File: src/rtl/dvi_timing_pattern_gen.sv
// Parametrised video timing generator with a built-in test-pattern source.
// All outputs are registered and describe the counter position of the previous cycle.
module dvi_timing_pattern_gen #(
    parameter int unsigned H_ACTIVE   = 640,
    parameter int unsigned H_FP       = 16,
    parameter int unsigned H_SYNC     = 96,
    parameter int unsigned H_BP       = 48,
    parameter int unsigned V_ACTIVE   = 480,
    parameter int unsigned V_FP       = 10,
    parameter int unsigned V_SYNC     = 2,
    parameter int unsigned V_BP       = 33,
    parameter bit          HSYNC_POL  = 1'b0,
    parameter bit          VSYNC_POL  = 1'b0,
    parameter int unsigned COLOR_BITS = 8,
    parameter int unsigned CHECK_LOG2 = 5,
    localparam int unsigned H_TOTAL   = H_ACTIVE + H_FP + H_SYNC + H_BP,
    localparam int unsigned V_TOTAL   = V_ACTIVE + V_FP + V_SYNC + V_BP,
    localparam int unsigned HW        = $clog2(H_TOTAL),
    localparam int unsigned VW        = $clog2(V_TOTAL)
) (
    input  logic                  clk,
    input  logic                  reset,
    input  logic                  enable,
    input  logic [1:0]            mode,
    output logic                  hsync,
    output logic                  vsync,
    output logic                  de,
    output logic [COLOR_BITS-1:0] red,
    output logic [COLOR_BITS-1:0] green,
    output logic [COLOR_BITS-1:0] blue,
    output logic [HW-1:0]         x,
    output logic [VW-1:0]         y,
    output logic                  frame_start,
    output logic [15:0]           frame_count
);

    localparam logic [HW-1:0] H_LAST     = HW'(H_TOTAL - 1);
    localparam logic [VW-1:0] V_LAST     = VW'(V_TOTAL - 1);
    localparam logic [HW-1:0] H_ACT_LAST = HW'(H_ACTIVE - 1);
    localparam logic [VW-1:0] V_ACT_LAST = VW'(V_ACTIVE - 1);
    localparam logic [HW-1:0] HS_FIRST   = HW'(H_ACTIVE + H_FP);
    localparam logic [HW-1:0] HS_LAST    = HW'(H_ACTIVE + H_FP + H_SYNC - 1);
    localparam logic [VW-1:0] VS_FIRST   = VW'(V_ACTIVE + V_FP);
    localparam logic [VW-1:0] VS_LAST    = VW'(V_ACTIVE + V_FP + V_SYNC - 1);

    logic [HW-1:0] hc_q, hc_d;
    logic [VW-1:0] vc_q, vc_d;
    logic [15:0]   frame_q, frame_d;
    logic [1:0]    mode_q, mode_d;

    logic                    active;
    logic                    de_d, hsync_d, vsync_d, frame_start_d;
    logic [HW-1:0]           x_d;
    logic [VW-1:0]           y_d;
    logic [2:0]              bar_idx;
    logic [3*COLOR_BITS-1:0] pix, rgb_d;

    function automatic logic [3*COLOR_BITS-1:0] bar_colour(input logic [2:0] idx);
        return {{COLOR_BITS{~idx[1]}}, {COLOR_BITS{~idx[2]}}, {COLOR_BITS{~idx[0]}}};
    endfunction

    assign frame_count = frame_q;

    // Counter advance; the pattern mode is only sampled on the wrap to (0,0).
    always_comb begin
        hc_d    = hc_q;
        vc_d    = vc_q;
        frame_d = frame_q;
        mode_d  = mode_q;
        if (enable) begin
            if (hc_q == H_LAST) begin
                hc_d = '0;
                if (vc_q == V_LAST) begin
                    vc_d    = '0;
                    frame_d = frame_q + 16'd1;
                    mode_d  = mode;
                end else begin
                    vc_d = vc_q + VW'(1);
                end
            end else begin
                hc_d = hc_q + HW'(1);
            end
        end
    end

    // Bar index = floor(hc*8/H_ACTIVE): count the constant thresholds ceil(k*H_ACTIVE/8) passed.
    always_comb begin
        bar_idx = '0;
        for (int k = 1; k < 8; k++) begin
            if (hc_q >= HW'((k * H_ACTIVE + 7) / 8)) begin
                bar_idx = bar_idx + 3'd1;
            end
        end
    end

    always_comb begin
        pix = '0;
        case (mode_q)
            2'd0: pix = bar_colour(bar_idx);
            2'd1: pix = (hc_q[CHECK_LOG2] ^ vc_q[CHECK_LOG2]) ? '1 : '0;
            2'd2: pix = {COLOR_BITS'(hc_q), COLOR_BITS'(vc_q), COLOR_BITS'(frame_q)};
            2'd3: pix = bar_colour(frame_q[2:0]);
            default: pix = '0;
        endcase
    end

    always_comb begin
        active        = (hc_q <= H_ACT_LAST) && (vc_q <= V_ACT_LAST);
        de_d          = enable && active;
        rgb_d         = de_d ? pix : '0;
        hsync_d       = (enable && hc_q >= HS_FIRST && hc_q <= HS_LAST) ? HSYNC_POL : ~HSYNC_POL;
        vsync_d       = (enable && vc_q >= VS_FIRST && vc_q <= VS_LAST) ? VSYNC_POL : ~VSYNC_POL;
        frame_start_d = enable && (hc_q == '0) && (vc_q == '0);
        // Coordinates freeze while paused so they keep naming the last emitted pixel.
        x_d           = enable ? hc_q : x;
        y_d           = enable ? vc_q : y;
    end

    always_ff @(posedge clk) begin
        if (reset) begin
            hc_q               <= '0;
            vc_q               <= '0;
            frame_q            <= '0;
            mode_q             <= '0;
            de                 <= 1'b0;
            hsync              <= ~HSYNC_POL;
            vsync              <= ~VSYNC_POL;
            {red, green, blue} <= '0;
            x                  <= '0;
            y                  <= '0;
            frame_start        <= 1'b0;
        end else begin
            hc_q               <= hc_d;
            vc_q               <= vc_d;
            frame_q            <= frame_d;
            mode_q             <= mode_d;
            de                 <= de_d;
            hsync              <= hsync_d;
            vsync              <= vsync_d;
            {red, green, blue} <= rgb_d;
            x                  <= x_d;
            y                  <= y_d;
            frame_start        <= frame_start_d;
        end
    end

endmodule

File: config.mk
export PLATFORM = sky130hd
export DESIGN_NAME = dvi_timing_pattern_gen
export DESIGN_NICKNAME = d
export VERILOG_FILES = /design/src/rtl/dvi_timing_pattern_gen.sv
export SDC_FILE = /design/constraint.sdc
export NUM_CORES = 1
export LEC_CHECK = 0
export ABC_AREA = 1
export BUFFER_PORTS_ARGS = -buffer_cell sky130_fd_sc_hd__buf_2
export CAP_MARGIN = 30
export CORE_UTILIZATION = 53
export DETAILED_ROUTE_END_ITERATION = 16
export PLACE_DENSITY = 0.72
export SETUP_SLACK_MARGIN = 0.05
export SYNTH_ARGS = -nofsm -noshare
export SYNTH_HDL_FRONTEND = slang
export SYNTH_SLANG_ARGS = --single-unit
File: constraint.sdc
create_clock -name clk -period 5.7 [get_ports clk]
set_input_delay 0.285 -clock clk [delete_from_list [all_inputs] [get_ports clk]]
set_output_delay 0.285 -clock clk [all_outputs]
set_load 0.01 [all_outputs]
Word-level counts from Yosys, hierarchy flattened

Index checks and enable logic that the tools add are counted.

Order comparisons: 13
Divide/modulo/power cells: 0
Equal/unequal tests: 5
Bitwise logic cells: 8
Shift operators: 0
Reductions and logical operators: 14
Multiply operators: 0
Mux-type cells: 13
Add/subtract/negate cells: 9

Operators with widths:

| operator                | count |
|---|---|
| $pmux W24 S4            | 1 |
| $ge A10 B9 Y1 const B   | 4 |
| $mux W24                | 1 |
| $add A10 B1 Y10 const B | 2 |
| $eq A10 B10 Y1 const B  | 2 |
| $ge A10 B10 Y1 const B  | 2 |
| $ge A10 B8 Y1 const B   | 2 |
| $le A10 B10 Y1 const B  | 2 |
| $le A10 B9 Y1 const B   | 2 |
| $logic_not A10 Y1       | 2 |
| $mux W10                | 2 |
| $add A3 B1 Y3 const B   | 6 |
| $mux W3                 | 6 |
| $add A16 B1 Y16 const B | 1 |
| $ge A10 B7 Y1 const B   | 1 |
| $logic_and A1 B1 Y1     | 8 |
| $not A1 Y1              | 7 |
| $eq A2 B2 Y1 const B    | 2 |
| $mux W1                 | 3 |
| $reduce_and A3 Y1       | 1 |
| $eq A2 B1 Y1 const B    | 1 |
| $logic_not A2 Y1        | 1 |
| $reduce_and A2 Y1       | 1 |
| $reduce_or A2 Y1        | 1 |
| $xor A1 B1 Y1           | 1 |

Bits in registers: 86
Memories: 0
Bits in writable memories: 0
ROM bits: 0
Input bits: 5
Output and inout port bits: 64
Latch bits: 0

Longest topological paths before layout

Gate-level depths: netlist (run 1).

Depth after elaboration: 16
Gate-level depth with buffers: 29
Gate-level depth less buffers: 29

Worst setup path before layout (run 1)

No wires, ideal clock.

Path kind: reg-to-reg
Start point: register hc_q[8]
End point: register green[0]
Library setup time: 0.143 ns
Data arrival time: 3.748 ns
Data required time: 5.557 ns
Setup slack: 1.809 ns
Cell stages (with the launch flop): 29
Path buffers: 0
Cell sequence: dfxtp_1 > nor2_4 > inv_1 > nor2_1 > o21ai_0 > ha_1 > inv_1 > nand3_2 > nand2_4 > inv_1 > ha_1 > nand3b_1 > a21boi_2 > ha_1 > nor2_1 > nor2_1 > nand2_1 > nand2_1 > nand2_1 > and2_1 > ha_1 > nand3_1 > o21bai_2 > nand2_1 > nand2_1 > nand2_1 > nand3_1 > nand3_4 > a21oi_2

Longest elaborated chain between the ends: 16
Elaborated cells between the ends (all ways): 27
Those cells by class: 6 x add/sub; 8 x order compare; 8 x mux; 2 x bitwise; 3 x reduce/logical

Ends and longest elaborated chain:

| what                   | RTL line | text |
|---|---|---|
| start, declared        | 46       | `logic [HW-1:0] hc_q, hc_d;` |
| start signal, assigned | 121      | `hc_q <= '0;` |
| start signal, assigned | 133      | `hc_q <= hc_d;` |
| $ge A10 B7 Y1          | 90       | `if (hc_q >= HW'((k * H_ACTIVE + 7) / 8)) begin` |
| $mux W1                | 90       |  |
| $add A3 B1 Y3          | 91       | `bar_idx = bar_idx + 3'd1;` |
| $mux W3                | 90       |  |
| $add A3 B1 Y3          | 91       |  |
| $mux W3                | 90       |  |
| $add A3 B1 Y3          | 91       |  |
| $mux W3                | 90       |  |
| $add A3 B1 Y3          | 91       |  |
| $mux W3                | 90       |  |
| $add A3 B1 Y3          | 91       |  |
| $mux W3                | 90       |  |
| $add A3 B1 Y3          | 91       |  |
| $mux W3                | 90       |  |
| $not A1 Y1             | 59       | `return {{COLOR_BITS{~idx[1]}}, {COLOR_BITS{~idx[2]}}, {COLOR_BITS{~idx[0]}}};` |
| $pmux W24 S4           | 98       | `case (mode_q)` |
| end signal, assigned   | 140      | `{red, green, blue} <= rgb_d;` |
| end, declared          | 29       | `output logic [COLOR_BITS-1:0] green,` |

Several ways; a longest one is shown, not always the timed one.
A chain may end at the register's enable or synchronous reset.

Worst setup path after layout (run 1)

Start point: register hc_q[9]
End point: register green[0]

The elaborated chain is that of the path after synthesis.

==> flow_metrics.py, run 1 <==
metrics = {
    "grt": {
        "antenna_found_initial": 0,
        "grt_pass1_wl_mm": 16.84,
        "grt_max_degree": 44,
        "grt_usage_pct": 25.04,
        "grt_pass1_vias": 3583,
        "grt_overflow": 0,
    },
    "floorplanning": {
        "initial_utilization_pct": 55.17,
        "rows": 32,
        "die_h_um": 91.92,
        "ios": 69,
        "die_w_um": 91.92,
        "core_area_um2": 7767,
        "die-area_um2": 8449,
    },
    "logic_synthesis": {
        "muxShareOfSynthArea_pct": 0,
        "syn-num-nets": 557,
        "synth_cells": 541,
        "syn_area_um2": 4285,
        "yosysWarnings": 0,
        "synth_flop_cell": "dfxtp_1",
        "ys_seq_elements": 86,
        "async_reset_ff_share_pct": 0,
        "synth_compound_gate_area_share_pct": 20.20,
        "synth_xor_area_share_pct": 0.8175,
        "synth_edf_count": 0,
        "synth_fa_ha_area_share_pct": 3.212,
        "synth_top_family_by_area": "simple AND/OR/NAND/NOR gates",
        "ys_types": 46,
        "synthSimpleGateAreaFrac_pct": 27.59,
        "syn_avg_cell_area_um2": 7.921,
        "synth_seq_area_share_pct": 40.18,
    },
    "cells_and_area": {
        "nNetsFinal": 621,
        "insertedDiodeCount": 0,
        "fin_util_pct": 63.06,
        "area.growth.synth_to_final_pct": 14.31,
        "fin_cells": 712,
        "final_layout_size_suffix_gt1_share_pct": 24.75,
        "fillCellCount": 707,
    },
    "clock_tree": {
        "cts_tree": "yes",
        "clk_latency_ps": 360,
        "cts.sinks": 86,
        "cts_resized": 0,
        "root_buffer": "clkbuf_8",
        "htreeDepth": 3,
        "clockBufferDepth": 2,
        "cts_setup_buffers": 0,
        "cts_made_buffers": 9,
        "cts.hold.buffers_added": 0,
        "clk_pin_slew_ps": 100,
    },
    "timing": {
        "final.min_clock_period_ps": 4411,
        "worst_pin_slew_ps": 739.8,
        "rsz0062_at_grt": "false",
        "fin_crit_sh_pct": 77.39,
        "hold_ws_ps": 184.1,
        "setup_viol": 0,
        "skew_ps": 10.92,
        "setup_tns_ps": 0,
        "relSlewSlack_pct": 50.62,
        "fin_ws_ps": 1289,
        "fmax_mhz": 226.7,
        "maxSlewViolCount": 0,
        "hold_viol_final": 0,
    },
    "routing": {
        "drt-pass1-iter-count": 4,
        "vias": 3865,
        "routed_wl_mm": 9.898,
        "wire_per_inst_um": 13.90,
        "drc": 0,
        "first_iter_violations": 231,
        "drtAntennaViolNets": 0,
        "vias_per_cell": 5.428,
    },
    "place": {
        "globalplace.congestion": 0.9276,
        "dpl.hpwl_mm": 7.452,
        "portBuffers": 68,
        "dp_worst_setup_slack_ps": 1325,
        "dpl.cell_count": 696,
    },
    "worst_setup_path": {
        "cpMaxStageDelayCell": "dfxtp_1",
        "end_kind": "flip-flop",
        "worstPathRequired_ps": 5950,
        "cp.arrival_ps": 4660,
        "critPathMaxStageDelay_ps": 460,
        "startpoint_type": "flip-flop",
        "crit_path_max_fanout": 12,
        "path_common_cell": "nand2_1",
        "worst-setup-path-type": "flip-flop to flip-flop",
    },
    "power_and_ir_drop": {
        "p_leak_nw": 2.223,
        "p_sw_mw": 0.2843,
        "ir_drop_mv": 0.1809,
        "swShare_pct": 25.06,
        "combinationalPowerShare_pct": 5.6,
        "clockPowerShare_pct": 39.3,
        "p_per_area_nw_per_um2": 231.7,
        "internal_power_mw": 0.8504,
        "power_frac_seq_pct": 55.1,
    },
    "flow_run": {
        "drv_cap": 0,
    },
    "worst_hold_path": {
        "hold_path.class": "input pin to flip-flop",
    },
    "status": {
        "status": "finished, final reports clean",
    },
}
## registers in the layout (all words and copies together), names as in the netlist
name / count
frame_count: 16
hc_q: 10
vc_q: 10
x: 10
y: 10
blue: 8
green: 8
red: 8
mode_q: 2
de: 1
frame_start: 1
hsync: 1
vsync: 1
## synthesized netlist by cell type, types with 3 or more instances
| master | n | area [um^2] |
|---|---|---|
| inv_2 | 10 | 37.54 |
| a21oi_1 | 47 | 235.2 |
| clkbuf_1 | 14 | 52.55 |
| xor2_1 | 4 | 35.03 |
| nand2_1 | 72 | 270.3 |
| nor2_1 | 47 | 176.4 |
| inv_1 | 56 | 210.2 |
| ha_1 | 11 | 137.6 |
| nand3_1 | 19 | 95.09 |
| nor2_4 | 3 | 33.78 |
| nand3b_1 | 3 | 22.52 |
| nor3_2 | 3 | 30.03 |
| o21ai_1 | 4 | 20.02 |
| a211oi_1 | 30 | 225.2 |
| nand3_2 | 9 | 90.09 |
| nor4_1 | 4 | 25.02 |
| dfxtp_1 | 86 | 1722 |
| nor3_1 | 19 | 95.09 |
| nand2_2 | 7 | 43.79 |
| nor3b_1 | 3 | 22.52 |
| a21oi_2 | 13 | 113.9 |
| nand4_1 | 13 | 81.33 |
| o21ai_0 | 30 | 150.1 |
| nand2_4 | 6 | 67.56 |
## layout make-up
type                            instances  area (um^2)  share of cell area (%)
Multi-Input combinational cell        368         2221                   45.34
Sequential cell                        86         1722                   35.15
Timing Repair Buffer                   71        362.8                   7.407
Inverter                               69        261.5                   5.338
Tap cell                              102        127.6                   2.605
Clock buffer                            9        123.9                   2.529
Clock inverter                          7        80.08                   1.635
## metrics by stage
step	instance area (um^2)	power (mW)
floorplan	4285	0.6771
global placement	4695	0.7019
detailed placement	4695	0.7032
CTS	4898	1.140
global route	4898	1.175
finish	4898	1.135
## per-layer routing
layer	track usage, %	share of wire, %	wire length, um	vias to the layer above
li1	-	-	-	1979
met2	38.81	44	4349	116
met3	5.058	5.4	535	18
met5	0	0	0	-
met1	34.42	49	4843	1752
met4	9.115	1.7	170	0
## path summary, 6_finish.rpt
| kind | startpoint | slack (ps) | cells after the start | end |
|---|---|---|---|---|
| setup / recovery | hc_q[9] | 1290 | 28 | green[0] |
| hold / removal | mode[1] | 180 | 3 | mode_q[1] |
| setup reg to reg | hc_q[9] | 1290 | 28 | green[0] |
| hold reg to reg | x[2] | 460 | 2 | x[2] |
## critical path: cells and delay by family, from the launching register on
family | cells | cell delay (ps)
flops | 1 | 460
compound gates | 4 | 580
buf+inv | 3 | 280
fa+ha+maj | 4 | 1030
simple gates | 17 | 1930
## power by group through the flow
stage | Clock, mW | Sequential (mW) | Combinational, mW
after floorplan | 0 | 0.647 | 0.0299
after global placement | 0 | 0.639 | 0.0630
after detailed placement | 0 | 0.639 | 0.0639
after CTS | 0.451 | 0.625 | 0.0642
after global routing | 0.476 | 0.627 | 0.0714
final | 0.446 | 0.625 | 0.0635
## placed cells by master (no fill, tap or decap), types with 4 or more instances in the layout
cell type	count
inv_1	56
nor3_1	19
nand4_1	13
o21ai_1	4
nor2_1	47
xor2_1	4
inv_2	10
nand3_1	19
clkinv_2	4
o21ai_0	30
nand2_1	72
ha_1	11
dfxtp_1	86
a21oi_2	13
a21oi_1	47
clkbuf_8	9
nand2_4	6
nor4_1	4
a211oi_1	30
nand2_2	7
nand3_2	9
buf_2	68
## logic make-up after synthesis
kind of cell / Yosys count
simple gates: 217
xor+xnor: 4
flops: 86
fa+ha+maj: 11
buf+inv: 87
compound gates: 136
Note: power is estimated with default switching activity, not from simulation.
==> run 2, diff against run 1 <==
clock period = 4.55 ns   (was 5.7 ns; I/O delays follow)
==> flow_metrics.py, run 2 (synthesis gave the netlist of run 1 again) <==
metrics = {
    "timing": {
        "fin_ws_ps": 364.2,
        "worst_pin_slew_ps": 788.6,
        "hold_viol_final": 0,
        "setup_viol": 0,
        "skew_ps": 7.346,
        "hold_ws_ps": 139.8,
        "relSlewSlack_pct": 47.37,
        "final.min_clock_period_ps": 4186,
        "fin_crit_sh_pct": 92.00,
        "fmax_mhz": 238.9,
        "setup_tns_ps": 0,
        "rsz0062_at_grt": "false",
        "maxSlewViolCount": 0,
    },
    "worst_setup_path": {
        "reg2reg_to": "green[5]",
        "cpMaxStageDelayCell": "ha_1",
        "critPathMaxStageDelay_ps": 380,
        "rrSetupSlack_ps": 360,
        "startpoint_type": "flip-flop",
        "critical_path.startpoint": "hc_q[8]",
        "crit_buf_inv": 3,
        "cp.arrival_ps": 4420,
        "path_common_cell": "nand2_1",
        "critPathCapture": "green[5]",
        "worst-setup-path-type": "flip-flop to flip-flop",
        "end_kind": "flip-flop",
        "worstPathRequired_ps": 4780,
        "crit_family": "simple AND/OR/NAND/NOR gates",
        "timing.rr.start": "hc_q[8]",
        "crit_path_max_fanout": 8,
        "reg2reg_depth": 28,
        "path_depth": 28,
    },
    "grt": {
        "grt_pass1_wl_mm": 16.74,
        "grt_max_degree": 44,
        "grt_pass1_vias": 3455,
        "grt_usage_pct": 24.87,
        "antenna_found_initial": 0,
        "grt_overflow": 0,
    },
    "clock_tree": {
        "clk_pin_slew_ps": 90,
        "root_buffer": "clkbuf_8",
        "cts.hold.buffers_added": 0,
        "cts.sinks": 86,
        "htreeDepth": 3,
        "clockBufferDepth": 2,
        "cts_tree": "yes",
        "clk_latency_ps": 350,
        "cts_made_buffers": 9,
    },
    "place": {
        "dp_worst_setup_slack_ps": 310.7,
        "portBuffers": 68,
        "placed_cell_area_um2": 4702,
        "dpl.hpwl_mm": 7.575,
        "globalplace.congestion": 0.9334,
    },
    "cells_and_area": {
        "area.growth.synth_to_final_pct": 14.31,
        "insertedDiodeCount": 0,
        "design_area_um2": 4898,
        "nNetsFinal": 623,
        "final_cell_mix": "dfxtp_1, nand2_1, buf_2, inv_1",
        "final_common_cell": "dfxtp_1",
        "largest_register_ffs": 16,
        "final_layout_size_suffix_gt1_share_pct": 25.65,
    },
    "routing": {
        "drtAntennaViolNets": 0,
        "wire_per_inst_um": 14.18,
        "vias_per_cell": 5.420,
        "routed_wl_mm": 10.12,
        "vias": 3870,
        "drt-pass1-iter-count": 5,
        "first_iter_violations": 311,
        "drc": 0,
    },
    "floorplanning": {
        "die_h_um": 91.92,
        "rows": 32,
        "die_w_um": 91.92,
        "core_area_um2": 7767,
        "die-area_um2": 8449,
        "initial_utilization_pct": 55.17,
        "ios": 69,
    },
    "power_and_ir_drop": {
        "ir_drop_mv": 0.1683,
        "p_per_area_nw_per_um2": 279.6,
        "p_leak_nw": 2.221,
        "power.total_mw": 1.370,
    },
    "flow_run": {
        "drv_cap": 0,
    },
    "status": {
        "status": "finished, final reports clean",
    },
    "worst_hold_path": {
        "hold_path.class": "input pin to flip-flop",
    },
}
-- run 2: changes by cell type in the layout (fill, tap and decap cells not counted) --
cell	delta
clkinv_4	+1
inv_2	+1
clkbuf_1	+1
inv_1	-1
dfxtp_2	+4
inv_8	-1
clkinv_2	-1
bufinv_16	-1
clkbuf_8	+1
dfxtp_1	-4
buf_4	+2
-- run 2: layer usage --
| metal | global-route usage (%) | up-vias | part of all wire (%) | wire (um) |
|---|---|---|---|---|
| met1 | 35.16 | 1750 | 49 | 4944 |
| met4 | 5.990 | 0 | 0.98 | 99 |
| met5 | 0 | - | 0 | 0 |
| met3 | 4.146 | 13 | 5.0 | 504 |
| li1 | - | 1984 | - | - |
| met2 | 39.55 | 123 | 45 | 4574 |
-- run 2: repair_timing --
action | CTS | global route
buffers inserted | 0 | 1
gates resized for setup | 0 | 5
endpoints found under the setup margin | 0 | 8
endpoints found under the hold margin | 0 | 0
-- run 2: worst register-to-register path, delay by kind of cell, from the launching register on --
kind | cells | cell delay (ps)
buffers and inverters | 3 | 240
flip-flops | 1 | 370
AO/OA/AOI/OAI | 4 | 570
AND/OR/NAND/NOR | 17 | 1820
adder cells (fa/ha/maj) | 4 | 1060
-- run 2: worst min path at each step --
stage / startpoint / end / cells past startpoint
finish: mode[0] / mode_q[0] / 3
global route: mode[1] / mode_q[1] / 3
CTS: mode[0] / mode_q[0] / 3
detailed placement: x[9] / x[9] / 2
global placement: x[9] / x[9] / 2
floorplan: reset / vsync / 2
-- run 2: metrics by stage --
step / utilization, % / instances
after floorplan: - / 541
after global placement: 60.53 / 697
after detailed placement: 60.53 / 697
after CTS: 62.90 / 713
after global routing: 63.06 / 714
final: 63.06 / 714
-- run 2: power by group --
group          switching, mW  internal (mW)
Clock                  0.285          0.221
Combinational         0.0514         0.0286
Sequential           0.00912          0.774
-- run 2: layout make-up --
cell class / count / area (um^2)
inverters: 69 / 261.5
multi-input cells: 368 / 2221
flip-flops and latches: 86 / 1727
repair buffers: 73 / 377.9
well taps: 102 / 127.6
fillers: 719 / 2869
clock inverters: 5 / 42.54
clock buffers: 11 / 141.4
